**config.mk**
```make
export PLATFORM = sky130hd
export DESIGN_NAME = beam_forming_tdoa
export DESIGN_NICKNAME = d
export VERILOG_FILES = /design/src/rtl/beam_forming_tdoa.sv
export SDC_FILE = /design/constraint.sdc
export NUM_CORES = 1
export LEC_CHECK = 0
export ABC_AREA = 1
export CAP_MARGIN = 20
export CORE_MARGIN = 5
export CORE_UTILIZATION = 35
export DETAILED_ROUTE_END_ITERATION = 10
export GPL_ROUTABILITY_DRIVEN = 1
export HOLD_SLACK_MARGIN = 0.06
export PLACE_DENSITY = 0.59
export SLEW_MARGIN = 40
export SYNTH_ARGS = -nofsm -noshare
export SYNTH_HDL_FRONTEND = slang
export SYNTH_SLANG_ARGS = --single-unit
```
**constraint.sdc**
```tcl
create_clock -name clk -period 3.16 [get_ports clk]
set_input_delay 0.632 -clock clk [delete_from_list [all_inputs] [get_ports clk]]
set_output_delay 0.632 -clock clk [all_outputs]
set_load 0.1 [all_outputs]
```
**src/rtl/beam_forming_tdoa.sv**
```systemverilog
// Sign-correlation TDOA estimator: scores 2*MAX_LAG+1 candidate inter-channel lags over a
// window of sign bits and publishes the best lag as a one-hot LED direction indication.
module beam_forming_tdoa #(
  parameter int DATA_WIDTH = 16,
  parameter int MAX_LAG    = 3,
  parameter int WINDOW     = 64,
  parameter int LED_WIDTH  = 8,
  parameter int MIN_SCORE  = WINDOW / 2,
  localparam int L         = 2 * MAX_LAG + 1,
  localparam int LAG_W     = $clog2(MAX_LAG + 1) + 1
) (
  input  logic                    clk,
  input  logic                    reset,
  input  logic                    sample_valid,
  input  logic [DATA_WIDTH-1:0]   left_data_in,
  input  logic [DATA_WIDTH-1:0]   right_data_in,
  output logic [LED_WIDTH-1:0]    led_pattern,
  output logic signed [LAG_W-1:0] best_lag,
  output logic                    beam_locked,
  output logic                    beam_forming_valid
);

  localparam int CNT_W = $clog2(WINDOW + 1);
  localparam int IDX_W = (L > 1) ? $clog2(L) : 1;

  typedef enum logic [1:0] {FILL, ACCUM, SCAN, OUTPUT} state_e;

  state_e                  state_q, state_d;
  logic [L-1:0]            lsr_q, lsr_d, rsr_q, rsr_d;
  logic [L-1:0]            match;
  logic [CNT_W-1:0]        score_q [L];
  logic [CNT_W-1:0]        score_d [L];
  logic [CNT_W-1:0]        cnt_q, cnt_d;
  logic [CNT_W-1:0]        best_score_q, best_score_d;
  logic [IDX_W-1:0]        scan_idx_q, scan_idx_d;
  logic [IDX_W-1:0]        best_idx_q, best_idx_d;
  logic [LED_WIDTH-1:0]    led_q, led_d;
  logic signed [LAG_W-1:0] lag_q, lag_d;
  logic                    locked_q, locked_d;
  logic                    valid_q, valid_d;

  // Only the sign bits are used; fold the magnitudes into a deliberately unused net.
  logic unused_magnitude;
  assign unused_magnitude = ^{left_data_in[DATA_WIDTH-2:0], right_data_in[DATA_WIDTH-2:0]};

  always_comb begin
    // NOTE: every _d starts from its held value so no path leaves a signal unassigned (no latch).
    state_d      = state_q;
    lsr_d        = lsr_q;
    rsr_d        = rsr_q;
    score_d      = score_q;
    cnt_d        = cnt_q;
    best_score_d = best_score_q;
    scan_idx_d   = scan_idx_q;
    best_idx_d   = best_idx_q;
    led_d        = led_q;
    lag_d        = lag_q;
    locked_d     = locked_q;
    valid_d      = 1'b0;
    match        = '0;

    if (sample_valid) begin
      lsr_d = {lsr_q[L-2:0], left_data_in[DATA_WIDTH-1]};
      rsr_d = {rsr_q[L-2:0], right_data_in[DATA_WIDTH-1]};
    end

    // Lag k compares the centre of the left history with right tap MAX_LAG+k (post-shift).
    for (int j = 0; j < L; j++) begin
      match[j] = (lsr_d[MAX_LAG] == rsr_d[j]);
    end

    case (state_q)
      FILL: begin
        if (sample_valid) begin
          if (cnt_q == CNT_W'(2 * MAX_LAG - 1)) begin
            state_d = ACCUM;
            cnt_d   = '0;
            for (int j = 0; j < L; j++) score_d[j] = '0;
          end else begin
            cnt_d = cnt_q + CNT_W'(1);
          end
        end
      end
      ACCUM: begin
        if (sample_valid) begin
          for (int j = 0; j < L; j++) begin
            score_d[j] = score_q[j] + CNT_W'(match[j]);
          end
          cnt_d = cnt_q + CNT_W'(1);
          if (cnt_q == CNT_W'(WINDOW - 1)) begin
            state_d    = SCAN;
            scan_idx_d = '0;
          end
        end
      end
      SCAN: begin
        // Strictly-greater replacement keeps the lowest index on ties.
        if (scan_idx_q == '0 || score_q[scan_idx_q] > best_score_q) begin
          best_score_d = score_q[scan_idx_q];
          best_idx_d   = scan_idx_q;
        end
        if (scan_idx_q == IDX_W'(L - 1)) begin
          state_d = OUTPUT;
        end else begin
          scan_idx_d = scan_idx_q + IDX_W'(1);
        end
      end
      OUTPUT: begin
        valid_d = 1'b1;
        lag_d   = LAG_W'(int'(best_idx_q) - MAX_LAG);
        if (int'(best_score_q) >= MIN_SCORE) begin
          led_d    = LED_WIDTH'(1) << best_idx_q;
          locked_d = 1'b1;
        end else begin
          led_d    = '0;
          locked_d = 1'b0;
        end
        cnt_d = '0;
        for (int j = 0; j < L; j++) score_d[j] = '0;
        state_d = ACCUM;
      end
      default: state_d = FILL;
    endcase
  end

  always_ff @(posedge clk or negedge reset) begin
    if (!reset) begin
      // NOTE: state updates use <= only; the score array is a handful of flops, so it is reset too.
      state_q      <= FILL;
      lsr_q        <= '0;
      rsr_q        <= '0;
      for (int j = 0; j < L; j++) score_q[j] <= '0;
      cnt_q        <= '0;
      best_score_q <= '0;
      scan_idx_q   <= '0;
      best_idx_q   <= '0;
      led_q        <= '0;
      lag_q        <= '0;
      locked_q     <= 1'b0;
      valid_q      <= 1'b0;
    end else begin
      state_q      <= state_d;
      lsr_q        <= lsr_d;
      rsr_q        <= rsr_d;
      score_q      <= score_d;
      cnt_q        <= cnt_d;
      best_score_q <= best_score_d;
      scan_idx_q   <= scan_idx_d;
      best_idx_q   <= best_idx_d;
      led_q        <= led_d;
      lag_q        <= lag_d;
      locked_q     <= locked_d;
      valid_q      <= valid_d;
    end
  end

  assign led_pattern        = led_q;
  assign best_lag           = lag_q;
  assign beam_locked        = locked_q;
  assign beam_forming_valid = valid_q;

endmodule
```
==> impl_metrics.ini <==
[finish]
seqCellArea_um2 = 2380
fin_nets = 810
finalNonFillerCells = 958
drive_gt1_frac = 0.136
area_growth_pct = 12.4
num_antenna_cells = 0
n_fill_cell = 1673
final_area_um2 = 6380
multiInputGateArea_um2 = 2950
final_util = 0.402

[setup_path]
crit_arrival_ns = 2.89
end_kind = flip-flop
crit_path_start_kind = flip-flop
cp_data_required_time_ns = 3.39
worstSetupPathType = flip-flop to flip-flop
cp_max_fo = 19

[timing]
max_slew.worst_pin.slew_ns = 0.528
whs_ns = 0.238
fin_crit_ns = 2.66
timing.fmax_mhz = 376
hold_viol_final = 0
slew_headroom = 0.646
setup_viol = 0
setup_tns_ns = 0
rsz0062_at_grt = false
fin_skew_ns = 0.0121
post-route-period-util = 0.842
final_max_slew_viol_count = 0

[logic_synthesis]
synthMuxAreaShare = 0
synth_area_leaders = dfrtp_1 (42%), nand2_1 (14%), ha_1 (8.4%), o21ai_0 (4.7%), nand3_1 (4.1%)
yosysMostFrequentCell = nand2_1
synth_area_leader_cell = dfrtp_1
syn-cell-area_um2 = 5670
yosysWarnings = 0
synth_compound_area_frac = 0.136
synthSimpleGateAreaFrac = 0.276
syn_inst = 724
ys_top_cells_by_count = nand2_1 (219), dfrtp_1 (95), nor2_1 (53), o21ai_0 (53), inv_1 (48)
synth_top_family_by_area = simple AND/OR/NAND/NOR gates
synth_fa_ha_area_frac = 0.0838
yosysSeqAreaShare = 0.419
synth_nets = 797
synth_top_flop_cell = dfrtp_1
synthArstFlopShare = 1.00
synth_cell_type_count = 32
synth_enable_flop_cells = 0
synth-seq-cells = 95
synth_xor_area_frac = 0.0247
synth.top_cell.area_share = 0.419
avgSynthCellArea_um2 = 7.84

[clock_tree]
postCtsSetupBuffers = 0
cts_sinks = 95
cts_made_buffers = 9
root_buffer = clkbuf_16
cts_tree = built
cts_max_level = 3
path_clk_slew_ns = 0.07
clk_path_buf_depth = 2
clk_latency_ns = 0.35

[hold_path]
min_path_type = input port to asynchronous set/reset pin

[grt]
antenna_found_initial = 0
grt.total_usage = 0.139
grt_start_max_net_pins = 56
grt_pass1_vias = 4225
grt-ovfl-total = 0
grt_pass1_wl_um = 21000

[place]
dp_hpwl_um = 8240
postPlaceCellArea_um2 = 6060
port_buffers = 17
place_inst = 942
place_congestion = 0.781

[routing]
drc_errors = 0
wl_per_cell_um = 12.3
drt-initial-drc-count = 275
drtAntennaViolNets = 0
first_pass_iters = 5
vias_per_cell = 4.69
routed-via-count = 4491
routed_wl_um = 11800

[die]
dieArea_um2 = 18900
die-width_um = 137
pin_count = 48
start_util = 0.357
die_h_um = 137
core-area_um2 = 15900
row_count = 46

[pwr]
irDropWorstVdd_uv = 573
p_leak_nw = 2.99
cellPowerDensity_nw_per_um2 = 849

[flow_run]
maxCapViolCount = 0

[run_status]
outcome = complete, no violations
==> final cells by class <==
type                            count  area share
Inverter                           53      0.0318
Multi-Input combinational cell    549       0.463
Tap cell                          216      0.0424
Clock inverter                      4     0.00824
Clock buffer                       12      0.0402
Sequential cell                    95       0.373
Timing Repair Buffer               29      0.0418
==> final timing paths <==
path | from | to | slack [ns] | cells after the start
max reg2reg | scan_idx_q[0] | best_idx_q[1] | 0.50 | 15
min | reset | cnt_q[5] | 0.24 | 1
min reg2reg | best_lag[1] | best_lag[1] | 0.47 | 2
max | scan_idx_q[0] | best_idx_q[1] | 0.50 | 15
max in group asynchronous | reset | score_q[14] | 2.31 | 2
min in group clk | best_lag[1] | best_lag[1] | 0.47 | 2
==> kinds of logic after synthesis <==
group	count (synthesis)
XOR/XNOR	16
adder cells (fa/ha/maj)	38
flip-flops	95
buffers and inverters	80
AO/OA/AOI/OAI	129
AND/OR/NAND/NOR	366
==> stage by stage <==
stage | total power, mW | setup slack, ns
after floorplan | 3.72 | 0.909
after global placement | 4.33 | 0.239
after detailed placement | 4.34 | 0.147
after CTS | 5.50 | 0.295
after global routing | 5.95 | 0.165
final | 5.42 | 0.498
==> cell usage in the layout, fill, tap and decap left out, types with 4 or more instances in the layout <==
master / Yosys / layout
nand2_1: 219 / 219
dfrtp_1: 95 / 95
nor2_1: 53 / 53
o21ai_0: 53 / 53
inv_1: 48 / 48
nand3_1: 47 / 47
ha_1: 38 / 38
o21ai_1: 25 / 25
buf_4: 0 / 22
nand2_2: 20 / 20
o21ai_2: 18 / 18
a21oi_1: 14 / 14
or2_2: 10 / 10
o211ai_1: 9 / 9
xor2_1: 9 / 9
clkbuf_16: 0 / 9
nand4_1: 8 / 8
xnor2_1: 7 / 7
nand3b_1: 4 / 4
==> registers in the layout (all words and copies together) (netlist names) <==
register and cells:
best_idx_q 3, state_q 2, beam_forming_valid 1, beam_locked 1, scan_idx_q 3, lsr_q 4
best_lag 3, led_pattern 8, best_score_q 7, score_q 49, cnt_q 7, rsr_q 7
==> critical path, cell delays in order (launching register included) <==
cell and delay, ns:
dfrtp_1 0.50, clkinvlp_4 0.38, o211ai_1 0.30, nand2_1 0.08, nand2_1 0.08, nand2_1 0.10
ha_1 0.29, nand2_1 0.04, nor2_1 0.12, nand2_1 0.07, nand2_1 0.06, nand2_1 0.05
nand2_1 0.07, nand2_1 0.23, nand2_1 0.14, nand2_1 0.05
==> timing repair <==
item / CTS / global route
gates resized for setup: 0 / 1
hold buffers: 0 / 0
setup endpoints to repair: 0 / 6
==> per-layer routing <==
| layer | GRT usage | vias to the layer above | part of all wire | wire [µm] |
|---|---|---|---|---|
| met5 | 0 | - | 0 | 0 |
| met4 | 0.0410 | 0 | 0.014 | 171 |
| met3 | 0.0310 | 13 | 0.029 | 344 |
| met2 | 0.218 | 45 | 0.45 | 5310 |
| met1 | 0.193 | 2047 | 0.51 | 6000 |
| li1 | - | 2386 | - | - |
==> report_power, final <==
group | internal [mW] | total, mW | leakage [nW] | switching [mW]
logic | 0.805 | 2.64 | 1.55 | 1.83
clock network | 0.660 | 1.14 | 0.153 | 0.476
registers | 1.44 | 1.65 | 1.28 | 0.206
total | 2.90 | 5.42 | 2.99 | 2.51
No activity file was read; power rests on OpenSTA's default activity.
